--- src/rtl/textconsole_pkg.sv ---
// Shared constants and FSM state encoding for the text-buffer console.
package textconsole_pkg;

   localparam logic [7:0] CC_BS        = 8'h08;
   localparam logic [7:0] CC_LF        = 8'h0A;
   localparam logic [7:0] CC_FF        = 8'h0C;
   localparam logic [7:0] CC_CR        = 8'h0D;
   localparam logic [7:0] CC_BLANK     = 8'h20;
   localparam logic [7:0] DEFAULT_ATTR = 8'h0F;

   typedef enum logic [3:0] {
      IDLE,
      DECODE,
      PUT_C,
      PUT_A,
      SCR_RC,
      SCR_WC,
      SCR_RA,
      SCR_WA,
      CLR_C,
      CLR_A
   } state_t;

endpackage

--- src/rtl/textbuffer_console_ctrl.sv ---
// Byte-stream console: places glyphs at a cursor, handles CR/LF/BS/FF,
// and scrolls or clears the text buffer through its CPU port.
module textbuffer_console_ctrl
   import textconsole_pkg::*;
#(
   parameter int WIDTH  = 20,
   parameter int HEIGHT = 15,
   parameter int ADDR_W = 10,
   localparam int COL_W = $clog2(WIDTH),
   localparam int ROW_W = $clog2(HEIGHT)
) (
   input  logic              clk,
   input  logic              reset,
   input  logic              in_valid,
   input  logic [7:0]        in_data,
   input  logic [7:0]        in_attr,
   output logic              in_ready,
   output logic              tb_cs,
   output logic              tb_rw,
   output logic [ADDR_W-1:0] tb_addr,
   output logic [7:0]        tb_di,
   input  logic [7:0]        tb_dout,
   output logic [COL_W-1:0]  cur_col,
   output logic [ROW_W-1:0]  cur_row,
   output logic              busy
);

   localparam int POS_W = $clog2(WIDTH * HEIGHT);

   localparam logic [COL_W-1:0]  COL_LAST  = COL_W'(WIDTH - 1);
   localparam logic [ROW_W-1:0]  ROW_LAST  = ROW_W'(HEIGHT - 1);
   localparam logic [POS_W-1:0]  W_P       = POS_W'(WIDTH);
   localparam logic [POS_W-1:0]  CELL_LAST = POS_W'(WIDTH * HEIGHT - 1);
   localparam logic [POS_W-1:0]  LAST_ROW  = POS_W'(WIDTH * (HEIGHT - 1));
   localparam logic [ADDR_W-1:0] ATTR_BASE = ADDR_W'(1) << (ADDR_W - 1);

   state_t            state, state_n;
   logic [POS_W-1:0]  idx, idx_n, pos;
   logic [7:0]        data_q, attr_q;
   logic              cs_n, rw_n, copy_n, copy_q, busy_n;
   logic [ADDR_W-1:0] addr_n;
   logic [7:0]        di_n, di_q;
   logic              at_end;

   assign in_ready = (state == IDLE);
   assign at_end   = (cur_col == COL_LAST) && (cur_row == ROW_LAST);
   // Copy cycles forward the previous cycle's read data straight to the buffer.
   assign tb_di    = copy_q ? tb_dout : di_q;

   always_ff @(posedge clk or posedge reset) begin
      if (reset) begin
         state <= IDLE;
         idx   <= '0;
      end else begin
         state <= state_n;
         idx   <= idx_n;
      end
   end

   always_comb begin
      state_n = state;
      idx_n   = idx;
      case (state)
         IDLE:
            if (in_valid) state_n = DECODE;
         DECODE: begin
            state_n = IDLE;
            if (data_q >= CC_BLANK) begin
               state_n = PUT_C;
            end else if (data_q == CC_LF && cur_row == ROW_LAST) begin
               state_n = SCR_RC;
               idx_n   = W_P;
            end else if (data_q == CC_FF) begin
               state_n = CLR_C;
               idx_n   = '0;
            end
         end
         PUT_C: state_n = PUT_A;
         PUT_A: begin
            state_n = IDLE;
            if (at_end) begin
               state_n = SCR_RC;
               idx_n   = W_P;
            end
         end
         SCR_RC: state_n = SCR_WC;
         SCR_WC: state_n = SCR_RA;
         SCR_RA: state_n = SCR_WA;
         SCR_WA: begin
            state_n = SCR_RC;
            idx_n   = idx + 1'b1;
            if (idx == CELL_LAST) begin
               state_n = CLR_C;
               idx_n   = LAST_ROW;
            end
         end
         CLR_C: state_n = CLR_A;
         CLR_A: begin
            state_n = CLR_C;
            idx_n   = idx + 1'b1;
            if (idx == CELL_LAST) begin
               state_n = IDLE;
               idx_n   = '0;
            end
         end
         default: state_n = IDLE;
      endcase
   end

   always_comb begin
      cs_n   = 1'b0;
      rw_n   = 1'b0;
      addr_n = '0;
      di_n   = '0;
      copy_n = 1'b0;
      busy_n = 1'b0;
      case (state_n)
         PUT_C: begin
            cs_n = 1'b1; rw_n = 1'b1;
            addr_n = ADDR_W'(pos);
            di_n = data_q;
         end
         PUT_A: begin
            cs_n = 1'b1; rw_n = 1'b1;
            addr_n = ATTR_BASE | ADDR_W'(pos);
            di_n = attr_q;
         end
         SCR_RC: begin
            cs_n = 1'b1; busy_n = 1'b1;
            addr_n = ADDR_W'(idx_n);
         end
         SCR_WC: begin
            cs_n = 1'b1; rw_n = 1'b1; copy_n = 1'b1; busy_n = 1'b1;
            addr_n = ADDR_W'(idx_n - W_P);
         end
         SCR_RA: begin
            cs_n = 1'b1; busy_n = 1'b1;
            addr_n = ATTR_BASE | ADDR_W'(idx_n);
         end
         SCR_WA: begin
            cs_n = 1'b1; rw_n = 1'b1; copy_n = 1'b1; busy_n = 1'b1;
            addr_n = ATTR_BASE | ADDR_W'(idx_n - W_P);
         end
         CLR_C: begin
            cs_n = 1'b1; rw_n = 1'b1; busy_n = 1'b1;
            addr_n = ADDR_W'(idx_n);
            di_n = CC_BLANK;
         end
         CLR_A: begin
            cs_n = 1'b1; rw_n = 1'b1; busy_n = 1'b1;
            addr_n = ATTR_BASE | ADDR_W'(idx_n);
            di_n = attr_q;
         end
         default: ;
      endcase
   end

   always_ff @(posedge clk or posedge reset) begin
      if (reset) begin
         tb_cs   <= 1'b0;
         tb_rw   <= 1'b0;
         tb_addr <= '0;
         di_q    <= '0;
         copy_q  <= 1'b0;
         busy    <= 1'b0;
      end else begin
         tb_cs   <= cs_n;
         tb_rw   <= rw_n;
         tb_addr <= addr_n;
         di_q    <= di_n;
         copy_q  <= copy_n;
         busy    <= busy_n;
      end
   end

   // Cursor keeps row*WIDTH+col in pos, updated by small steps only.
   always_ff @(posedge clk or posedge reset) begin
      if (reset) begin
         data_q  <= '0;
         attr_q  <= DEFAULT_ATTR;
         pos     <= '0;
         cur_col <= '0;
         cur_row <= '0;
      end else begin
         if (state == IDLE && in_valid) begin
            data_q <= in_data;
            attr_q <= in_attr;
         end
         if (state == DECODE) begin
            case (data_q)
               CC_BS:
                  if (cur_col != '0) begin
                     cur_col <= cur_col - 1'b1;
                     pos     <= pos - 1'b1;
                  end
               CC_CR: begin
                  cur_col <= '0;
                  pos     <= pos - POS_W'(cur_col);
               end
               CC_LF: begin
                  cur_col <= '0;
                  if (cur_row != ROW_LAST) begin
                     cur_row <= cur_row + 1'b1;
                     pos     <= pos - POS_W'(cur_col) + W_P;
                  end else begin
                     pos     <= pos - POS_W'(cur_col);
                  end
               end
               CC_FF: begin
                  cur_col <= '0;
                  cur_row <= '0;
                  pos     <= '0;
               end
               default: ;
            endcase
         end
         if (state == PUT_A) begin
            if (cur_col != COL_LAST) begin
               cur_col <= cur_col + 1'b1;
               pos     <= pos + 1'b1;
            end else begin
               cur_col <= '0;
               if (cur_row != ROW_LAST) begin
                  cur_row <= cur_row + 1'b1;
                  pos     <= pos + 1'b1;
               end else begin
                  pos     <= LAST_ROW;
               end
            end
         end
      end
   end

endmodule

--- config.mk ---
export PLATFORM = sky130hd
export DESIGN_NAME = textbuffer_console_ctrl
export DESIGN_NICKNAME = d
export VERILOG_FILES = /design/src/rtl/textconsole_pkg.sv /design/src/rtl/textbuffer_console_ctrl.sv
export SDC_FILE = /design/constraint.sdc
export NUM_CORES = 1
export LEC_CHECK = 0
export ABC_AREA = 1
export CORE_MARGIN = 2
export CORE_UTILIZATION = 41
export CTS_BUF_LIST = sky130_fd_sc_hd__clkbuf_4 sky130_fd_sc_hd__clkbuf_8
export DETAILED_ROUTE_END_ITERATION = 6
export PLACE_DENSITY = 0.64
export SLEW_MARGIN = 20
export SYNTH_ARGS = -nofsm -noshare
export SYNTH_HDL_FRONTEND = slang
export SYNTH_SLANG_ARGS = --single-unit
--- constraint.sdc ---
create_clock -name clk -period 6 [get_ports clk]
set_clock_uncertainty 0.1 [all_clocks]
set_input_delay 1.2 -clock clk [delete_from_list [all_inputs] [get_ports clk]]
set_output_delay 1.2 -clock clk [all_outputs]
set_load 0.01 [all_outputs]
# Word level (Yosys, flattened, before mapping)
# Index checks and enable logic that the tools add are counted.
# totals
ff_bits	69
in_bits	27
# classes
add_sub_neg	9
order_cmp	1
eq_ne	27
mux	40
n_reduce_logical	18
# ops
cell	n
9-bit 2-to-1 mux	12
9-bit one-hot mux with 4 select lines	2
10-bit one-hot mux with 6 select lines	1
4-bit 2-to-1 mux	11
4-bit one-hot mux with 10 select lines	1
4-bit by 3-bit equality test with 1-bit output (second input constant)	8
8-bit by 4-bit equality test with 1-bit output (second input constant)	4
8-bit one-hot mux with 3 select lines	1
4-bit equality test (second input constant)	5
5-bit 2-to-1 mux	4
9-bit by 1-bit adder with 9-bit output (second input constant)	2
4-bit by 2-bit equality test with 1-bit output (second input constant)	4
6-bit OR reduction	2
5-bit one-hot mux with 2 select lines	1
5-bit nonzero test	2
9-bit by 5-bit subtractor with 10-bit output (second input constant)	1
9-bit by 5-bit adder with 9-bit output (second input constant)	1
9-bit equality test (second input constant)	1
9-bit by 1-bit subtractor with 9-bit output (second input constant)	1
9-bit by 5-bit subtractor with 9-bit output	1
8-bit by 6-bit greater-or-equal comparator with 1-bit output (second input constant)	1
8-bit 2-to-1 mux	1
4-bit one-hot mux with 2 select lines	1
2-bit OR reduction	4
other kinds (17)	23

# Logic depth before layout (Yosys ltp)
# Gate-level depths: netlist of run 1.
# logic_depth
word_depth	8
ltp_mapped	17
mapped_depth_nobuf	17

# Least setup slack after synthesis of run 1
# No wires, ideal clock.
# synth_timing
path_kind	input to output
startpoint	in tb_dout[0]
endpoint	out tb_di[0]
arrival_time_ps	1475
required_ps	4700
setup_slack_ps	3225
path_stages	1
n_path_buf	0
path_cell_list	mux2_2
# synth_via
elab_chain_len	1
# synth_rtl
item	line	source
from (decl)	textbuffer_console_ctrl.sv:22	input logic [7:0] tb_dout,
8-bit 2-to-1 mux	textbuffer_console_ctrl.sv:48	assign tb_di = copy_q ? tb_dout : di_q;
to (decl)	textbuffer_console_ctrl.sv:21	output logic [7:0] tb_di,
# No other way between the ends.

# Worst setup path in the final report of run 1
# layout_timing
startpoint	in tb_dout[1]
endpoint	out tb_di[1]
# The elaborated chain is that of the path after synthesis.

==> results of run 1 <==
## routing by layer
metal | up-vias | track usage [%] | wire length, µm
met5 | - | 0 | 0
met4 | 0 | 6.829 | 238
met3 | 19 | 4.536 | 470
met1 | 2088 | 27.90 | 5784
li1 | 2215 | - | -
met2 | 92 | 33.86 | 5822
## cell type report
type | instances | area, µm² | area share (%)
clock inverters | 7 | 73.82 | 1.299
inverters | 88 | 336.6 | 5.921
flip-flops and latches | 69 | 1732 | 30.46
multi-input cells | 465 | 2661 | 46.82
clock buffers | 9 | 123.9 | 2.179
well taps | 143 | 178.9 | 3.148
repair buffers | 58 | 578.1 | 10.17
## flip-flops by register name (all words and copies together), names as in the netlist
| register | count |
|---|---|
| idx | 9 |
| di_q | 8 |
| cur_row | 4 |
| data_q | 8 |
| busy | 1 |
| pos | 9 |
| tb_addr | 10 |
| tb_cs | 1 |
| state | 4 |
| tb_rw | 1 |
| copy_q | 1 |
| cur_col | 5 |
| attr_q | 8 |
## synth_stat cells (2+ instances only)
cell	n	share of area [%]
buf_4	2	0.31
o22ai_1	5	0.65
inv_1	77	6.0
nand2_2	6	0.78
buf_2	3	0.31
a22oi_1	5	0.78
xor2_1	13	2.4
xnor2_1	3	0.55
nand4_1	12	1.6
nor3_1	10	1.0
a21oi_1	26	2.7
buf_6	2	0.47
nand3_4	2	0.73
dfrtp_1	65	34
nor2_2	6	0.78
o21ai_0	34	3.5
clkinv_1	2	0.16
nand2_4	4	0.94
ha_1	15	3.9
nand2_1	157	12
clkbuf_1	5	0.39
mux2_2	19	4.5
nor2_1	48	3.7
o221ai_1	2	0.36
inv_4	2	0.26
a21oi_4	2	0.68
nand3_1	59	6.1
o211ai_1	8	1.2
a32o_1	3	0.62
nor2_4	6	1.4
nand3_2	5	1.0
dfstp_2	4	2.2
a31oi_1	4	0.52
inv_2	6	0.47
## power groups by stage
stage | clock network, W | registers [W] | logic, W
6_report | 0.000394 | 0.000815 | 0.00157
5_1_grt | 0.000418 | 0.000840 | 0.00180
4_1_cts | 0.000402 | 0.000812 | 0.00157
3_5_place_dp | 0 | 0.000820 | 0.00156
3_3_place_gp | 0 | 0.000816 | 0.00152
2_1_floorplan | 0 | 0.000772 | 0.00116
## metrics by stage
step	hold slack [ps]	instances
3_5_place_dp	384.1	823
2_1_floorplan	347.6	635
6_report	407.4	839
5_1_grt	433.5	839
4_1_cts	401.6	839
3_3_place_gp	368.1	823
## kinds of logic after synthesis
group	after synthesis
xor gates and xnor gates	16
buffers and inverters	101
muxes	19
adders and majority gates	16
AOI/OAI and AO/OA	95
DFF	69
and+or+nand+nor	319
## worst paths after layout
kind                              end  slack, ps  cells after the start
max                          tb_di[1]       2350                      3
min                           di_q[4]        410                      2
max reg2reg                tb_addr[6]       3040                     15
min reg2reg                   di_q[4]        410                      2
max in group asynchronous      idx[6]       3920                      3
min in group asynchronous  cur_row[0]       1310                      3
## critical path, cell delays in order
cell and delay [ps]:
clkdlybuf4s50_1 410, mux2_2 260, clkdlybuf4s50_1 480
==> results.py, run 1 <==
metrics = {
    "outcome": {
        "outcome": "completed",
    },
    "synth": {
        "synth-xor-area-share_pct": 2.916,
        "synth_simple_gate_area_share_pct": 31.45,
        "ys.warnings.count": 0,
        "synthArstFlopShare_pct": 100.0,
        "yosys.area_share.adder_pct": 4.322,
        "syn_inst": 635,
        "synth_seq_cells": 69,
        "yosys-mux-area-fraction_pct": 4.452,
        "avgSynthCellArea_um2": 7.568,
        "yosysUniqueCellTypes": 47,
        "yosysSeqAreaShare_pct": 36.03,
        "synth_top_family_by_area": "simple AND/OR/NAND/NOR gates",
        "synth_compound_area_share_pct": 12.24,
        "syn-cell-area_um2": 4806,
        "ys.flop_type": "dfrtp_1",
        "synth_nets": 678,
        "synth_edf_count": 0,
    },
    "clock_tree": {
        "cts_tree": "yes",
        "clkTransAtPathRegs_ps": 80,
        "clock-sinks": 69,
        "ctsHoldBuffers": 0,
        "cts_resized": 0,
        "h-tree-depth": 3,
        "clock_latency_ps": 370,
        "cts_root_buffer": "clkbuf_8",
        "cts_setup_buffers": 0,
        "clockBufferDepth": 2,
        "numCtsBuffers": 9,
    },
    "flow_run": {
        "cap_viol_max_count": 0,
    },
    "floorplan": {
        "initial_core_util_pct": 42.09,
        "fp.dieW_um": 112.3,
        "pin_count": 58,
        "core_area_um2": 11420,
        "die_h_um": 112.3,
        "dieArea_um2": 12600,
        "rows": 39,
    },
    "layout": {
        "fillerInstances": 1127,
        "final_common_cell": "nand2_1",
        "layout.nets": 734,
        "final_cell_area_um2": 5684,
        "area_delta_synth_final_pct": 18.28,
        "antenna_cells": 0,
        "finish.utilization_pct": 49.78,
        "drive_gt1_share_pct": 12.36,
        "mostFrequentLayoutCells": "nand2_1 (157), inv_1 (76), dfrtp_1 (65)",
    },
    "route": {
        "drt-initial-drc-count": 293,
        "vias": 4414,
        "firstDrtPassIters": 5,
        "drc": 0,
        "viasPerCell": 5.261,
        "ant_nets": 0,
        "drt-total-wl_um": 12320,
        "wl_per_cell_um": 14.68,
    },
    "pwr": {
        "swShare_pct": 47.33,
        "powerDensity_nw_per_um2": 488.7,
        "power.share.clock_pct": 14.2,
        "pwr-share-comb_pct": 56.5,
        "power_w": 0.002778,
        "p_leak_nw": 2.776,
        "p_sw_w": 0.001315,
        "p_int_w": 0.001463,
        "ir_drop_uv": 303.0,
        "seqPwrFrac_pct": 29.3,
    },
    "global_routing": {
        "antenna_found_initial": 0,
        "grt_usage_pct": 20.86,
        "grt_pass1_vias": 4424,
        "grt_pass1_wl_um": 21410,
        "overflow": 0,
        "grt_max_degree": 70,
    },
    "sta": {
        "slew_viol_final": 0,
        "setup_viol_count_final": 0,
        "fin_crit_sh_pct": 60.76,
        "min_period_ps": 3645,
        "fmax_ghz": 0.2743,
        "rsz0062_at_grt": "no",
        "tightestPinTransition_ps": 872.6,
        "setup_slack_ps": 2355,
        "final-hold-violation-count": 0,
        "finalSetupTns_ps": 0,
        "slew_headroom_pct": 41.83,
    },
    "placement": {
        "placed_area_um2": 5487,
        "port_buffers": 57,
        "place_ws_ps": 2352,
        "dp_hpwl_um": 9515,
        "place.gp.congestion": 0.8696,
    },
    "setup_path": {
        "worstSetupStartpoint": "tb_dout[1]",
        "cp_max_fo": 1,
        "cp.required_ps": 4700,
        "cp-end-kind": "output port",
        "critPathArrivalTime_ps": 2350,
        "r2r_start": "state[3]",
        "startpoint_type": "input pin",
        "worstSetupPathType": "in2out",
    },
    "min_path": {
        "holdCritPathClass": "reg2reg",
        "min-delay-start": "attr_q[4]",
    },
}
Note: power is estimated with default switching activity, not from simulation.
==> inputs of run 2 (changes only) <==
--- a/config.mk
+++ b/config.mk
@@ -10,7 +10,7 @@
 export CORE_UTILIZATION = 41
 export CTS_BUF_LIST = sky130_fd_sc_hd__clkbuf_4 sky130_fd_sc_hd__clkbuf_8
 export DETAILED_ROUTE_END_ITERATION = 6
-export PLACE_DENSITY = 0.64
+export PLACE_DENSITY = 0.66
 export SLEW_MARGIN = 20
 export SYNTH_ARGS = -nofsm -noshare
 export SYNTH_HDL_FRONTEND = slang
==> constraint.sdc (replaced) <==
create_clock -name clk -period 3.35 [get_ports clk]
set_clock_uncertainty 0.1 [all_clocks]
set_input_delay 0.67 -clock clk [delete_from_list [all_inputs] [get_ports clk]]
set_output_delay 0.67 -clock clk [all_outputs]
set_load 0.01 [all_outputs]
==> run 2 against run 1 <==
Final area grew 1.1%. Critical path type is now reg2out. Sequential cell count is the same. Non-clock buffer count grew 3. Worst setup slack lost 1700 ps. Critical path depth grew 1. Register-to-register slack lost 2300 ps. Die area is the same. Highest routed layer unchanged. Combinational power grew 79%. Sequential power grew 78%. Via count grew 1.6%. First-iteration DRC count grew 3.1%.
==> results.py, run 2 (synthesized netlist as in run 1, its figures left out) <==
metrics = {
    "layout": {
        "fillerInstances": 1130,
        "top_regs": "tb_addr x10, idx x9, pos x9",
        "area_delta_synth_final_pct": 19.55,
        "final_cell_area_um2": 5746,
        "final_common_cell": "nand2_1",
        "regMostFlops": "tb_addr",
        "layout.nets": 737,
        "mostFrequentLayoutCells": "nand2_1 (157), inv_1 (76), dfrtp_1 (65)",
        "largest_reg_flops": 10,
        "layout.cells.non_filler": 842,
        "drive_gt1_share_pct": 12.73,
        "antenna_cells": 0,
    },
    "placement": {
        "port_buffers": 57,
        "dp_hpwl_um": 9621,
        "place.gp.congestion": 0.8688,
        "dp_cells": 826,
        "placed_area_um2": 5522,
    },
    "setup_path": {
        "r2r_start": "state[3]",
        "cp-end-kind": "output port",
        "worstRegToRegCells": 16,
        "critPathArrivalTime_ps": 1900,
        "cp.required_ps": 2580,
        "cp_max_fo": 5,
        "startpoint_type": "flip-flop",
        "worst_r2r_endpoint": "tb_addr[6]",
        "rrSetupSlack_ps": 700,
        "worstSetupPathType": "reg2out",
    },
    "outcome": {
        "outcome": "completed",
    },
    "sta": {
        "fin_crit_sh_pct": 79.59,
        "fmax_ghz": 0.3751,
        "slew_viol_final": 0,
        "slew_headroom_pct": 52.66,
        "setup_viol_count_final": 0,
        "finalSetupTns_ps": 0,
        "final-hold-violation-count": 0,
        "tightestPinTransition_ps": 709.1,
        "min_period_ps": 2666,
        "rsz0062_at_grt": "no",
        "hold_ws_ps": 389.0,
    },
    "route": {
        "vias": 4484,
        "firstDrtPassIters": 5,
        "viasPerCell": 5.325,
        "drt-initial-drc-count": 302,
        "ant_nets": 0,
        "drc": 0,
        "drt-total-wl_um": 12420,
        "wl_per_cell_um": 14.74,
    },
    "clock_tree": {
        "clock-sinks": 69,
        "h-tree-depth": 3,
        "cts_root_buffer": "clkbuf_8",
        "clock_latency_ps": 360,
        "clkTransAtPathRegs_ps": 70,
        "cts_tree": "yes",
        "clockBufferDepth": 2,
        "ctsHoldBuffers": 0,
        "cts_setup_buffers": 0,
        "numCtsBuffers": 9,
        "cts_resized": 0,
    },
    "min_path": {
        "holdCritPathClass": "reg2reg",
        "min-delay-start": "attr_q[4]",
        "hold-path-endpoint": "di_q[4]",
        "hold_path_depth": 2,
    },
    "floorplan": {
        "fp.dieW_um": 112.3,
        "dieArea_um2": 12600,
        "initial_core_util_pct": 42.09,
        "pin_count": 58,
        "rows": 39,
        "core_area_um2": 11420,
        "die_h_um": 112.3,
    },
    "global_routing": {
        "overflow": 0,
        "grt_usage_pct": 20.87,
        "antenna_found_initial": 0,
        "grt_max_degree": 42,
        "grt_pass1_wl_um": 21250,
        "grt_pass1_vias": 4563,
    },
    "pwr": {
        "p_leak_nw": 2.807,
        "powerDensity_nw_per_um2": 877.7,
        "ir_drop_uv": 534.3,
        "power_w": 0.005043,
    },
    "flow_run": {
        "cap_viol_max_count": 0,
    },
}
==> run 2: area by class of cell <==
type / instances / area, µm² / area share [%]
clock inverter: 6 / 86.33 / 1.503
multi-input combinational: 465 / 2661 / 46.32
sequential: 69 / 1732 / 30.14
clock buffer: 10 / 137.6 / 2.395
timing repair buffer: 61 / 613.1 / 10.67
tap: 143 / 178.9 / 3.114
inverter: 88 / 336.6 / 5.858
==> run 2: power by group <==
| group | internal, W | leakage (nW) | total (W) | switching [W] |
|---|---|---|---|---|
| combinational | 0.00113 | 1.83 | 0.00281 | 0.00169 |
| clock | 0.000438 | 0.112 | 0.000778 | 0.000340 |
| sequential | 0.00115 | 0.865 | 0.00145 | 0.000297 |
| total | 0.00272 | 2.81 | 0.00504 | 0.00232 |
==> run 2: worst max-delay path by stage <==
stage          startpoint    endpoint  cells after the start
2_1_floorplan       reset   attr_q[4]                      1
3_3_place_gp   tb_dout[7]    tb_di[7]                      3
3_5_place_dp     state[3]  tb_addr[6]                     16
4_1_cts          state[3]    in_ready                      4
5_1_grt            pos[0]      pos[6]                     14
6_report         state[3]    in_ready                      4
==> run 2: critical path, stage by stage (launching register included) <==
cell and delay [ps]:
dfrtp_1 460, nor2_2 180, inv_2 70, nor3_1 240
clkdlybuf4s50_1 600
==> run 2: stage by stage <==
stage	util (%)	setup WS [ps]
detailed placement	48.36	739.0
global route	50.32	397.7
CTS	50.32	663.2
floorplan	-	846.8
global placement	48.36	783.8
finish	50.32	683.8
==> run 2: routing by layer <==
layer  GRT usage (%)  vias to the layer above  wire length (µm)
met2           33.90                      119              5734
li1                -                     2215                 -
met4           7.561                        0               265
met5               0                        -                 0
met3           4.752                       24               522
met1           27.44                     2126              5893
==> inputs of run 3 (changes only) <==
==> constraint.sdc (replaced) <==
create_clock -name clk -period 2.4 [get_ports clk]
set_clock_uncertainty 0.1 [all_clocks]
set_input_delay 0.48 -clock clk [delete_from_list [all_inputs] [get_ports clk]]
set_output_delay 0.48 -clock clk [all_outputs]
set_load 0.01 [all_outputs]
==> run 3 against run 2 <==
Combinational power is 61% higher. Sequential share of layout area down 1.4 points. Via count increased by 2.5%. Sequential power grew 33%. Worst hold slack worse by 2.9 ps. Critical path type unchanged. Critical endpoint is now tb_di[7]. Largest cell class unchanged.
==> results.py, run 3 (synthesized netlist as in run 1, its figures left out) <==
metrics = {
    "setup_path": {
        "startpoint_type": "flip-flop",
        "path_cells": "mux2_2 -> clkdlybuf4s50_1",
        "cp-end-kind": "output port",
        "cp.required_ps": 1820,
        "max_stage_delay_ps": 490,
        "cp_slowest_cell": "clkdlybuf4s50_1",
        "critPathArrivalTime_ps": 1680,
        "cp_max_fo": 8,
        "worstSetupPathType": "reg2out",
    },
    "clock_tree": {
        "cts_root_buffer": "clkbuf_8",
        "ctsHoldBuffers": 0,
        "clkTransAtPathRegs_ps": 80,
        "numCtsBuffers": 9,
        "clock_latency_ps": 360,
        "clock-sinks": 69,
        "cts_tree": "yes",
        "clockBufferDepth": 2,
        "h-tree-depth": 3,
    },
    "layout": {
        "regMostFlops": "tb_addr",
        "drive_gt1_share_pct": 19.48,
        "top_regs": "tb_addr x10, idx x9, pos x9",
        "antenna_cells": 0,
        "multiInputGateArea_um2": 2734,
        "largest_reg_flops": 10,
        "fillerInstances": 1065,
        "mostFrequentLayoutCells": "nand2_1 (155), inv_1 (76), dfrtp_1 (58)",
        "final_cell_area_um2": 6065,
        "final_common_cell": "nand2_1",
        "layout.nets": 767,
        "regArea_um2": 1740,
        "finish.utilization_pct": 53.11,
        "area_delta_synth_final_pct": 26.19,
    },
    "route": {
        "drt-initial-drc-count": 231,
        "wl_per_cell_um": 14.81,
        "drt-total-wl_um": 12910,
        "viasPerCell": 5.269,
        "drc": 0,
        "vias": 4595,
        "firstDrtPassIters": 5,
        "ant_nets": 0,
    },
    "floorplan": {
        "pin_count": 58,
        "dieArea_um2": 12600,
        "fp.dieW_um": 112.3,
        "die_h_um": 112.3,
        "core_area_um2": 11420,
        "rows": 39,
        "initial_core_util_pct": 42.09,
    },
    "placement": {
        "place.gp.congestion": 0.8592,
        "port_buffers": 57,
        "dp_hpwl_um": 9957,
        "placed_area_um2": 5744,
        "place_ws_ps": -7.925,
    },
    "sta": {
        "tightestPinTransition_ps": 521.5,
        "min_period_ps": 2263,
        "hold_ws_ps": 386.1,
        "fmax_ghz": 0.4419,
        "fin_crit_sh_pct": 94.30,
        "final-hold-violation-count": 0,
        "rsz0062_at_grt": "yes",
        "slew_viol_final": 0,
        "setup_slack_ps": 136.8,
        "setup_viol_count_final": 0,
        "slew_headroom_pct": 64.96,
    },
    "global_routing": {
        "grt_usage_pct": 21.21,
        "grt_pass1_vias": 4474,
        "grt_pass1_wl_um": 21650,
        "grt_max_degree": 70,
        "antenna_found_initial": 0,
        "overflow": 0,
    },
    "flow_run": {
        "cap_viol_max_count": 0,
    },
    "pwr": {
        "p_leak_nw": 2.956,
        "powerDensity_nw_per_um2": 1242,
        "ir_drop_uv": 747.7,
    },
    "outcome": {
        "outcome": "completed",
    },
    "min_path": {
        "holdCritPathClass": "reg2reg",
    },
}
## run 3: report_power, final
group | total [W] | switching, W | internal [W]
clock network | 0.00108 | 0.000493 | 0.000588
registers | 0.00193 | 0.000312 | 0.00162
logic | 0.00452 | 0.00262 | 0.00189
total | 0.00753 | 0.00343 | 0.00410
## run 3: final cells by class
class | count | share of cell area, %
Clock buffer | 9 | 2.043
Multi-Input combinational cell | 465 | 45.08
Tap cell | 143 | 2.950
Sequential cell | 69 | 28.70
Clock inverter | 7 | 1.609
Inverter | 88 | 5.550
Timing Repair Buffer | 91 | 14.07
## run 3: repair_timing
item | 4_1_cts | 5_1_grt
endpoints found under the setup margin | 2 | 24
gates resized for setup | 2 | 25
buffers inserted | 0 | 2
pin swaps | 0 | 5
## run 3: critical path: cells and delay by family (launching register included)
kind | cells | cell delay (ps)
DFF | 1 | 470
muxes | 1 | 360
buffers and inverters | 1 | 490
## run 3: final timing paths
check | startpoint | end | slack (ps) | depth (start not counted)
max | copy_q | tb_di[7] | 140 | 2
min | attr_q[4] | di_q[4] | 390 | 2
max reg2reg | cur_col[2] | pos[6] | 150 | 16
min reg2reg | attr_q[4] | di_q[4] | 390 | 2
max in group asynchronous | reset | attr_q[3] | 1470 | 3
min in group asynchronous | reset | cur_row[0] | 410 | 3
## run 3: routing by layer
layer | up-vias | track usage, % | share of wire (%)
met4 | 0 | 5.935 | 1.7
met2 | 122 | 33.73 | 47
met1 | 2179 | 30.03 | 46
li1 | 2269 | - | -
met3 | 25 | 3.618 | 5.1
met5 | - | 0 | 0
## run 3: metrics by stage
step,TNS (ps),cells,total power (W)
5_1_grt,-113.6,872,0.008197
3_3_place_gp,0,854,0.006166
6_report,0,872,0.007530
3_5_place_dp,-7.925,854,0.006256
2_1_floorplan,0,635,0.004820
4_1_cts,0,870,0.007390
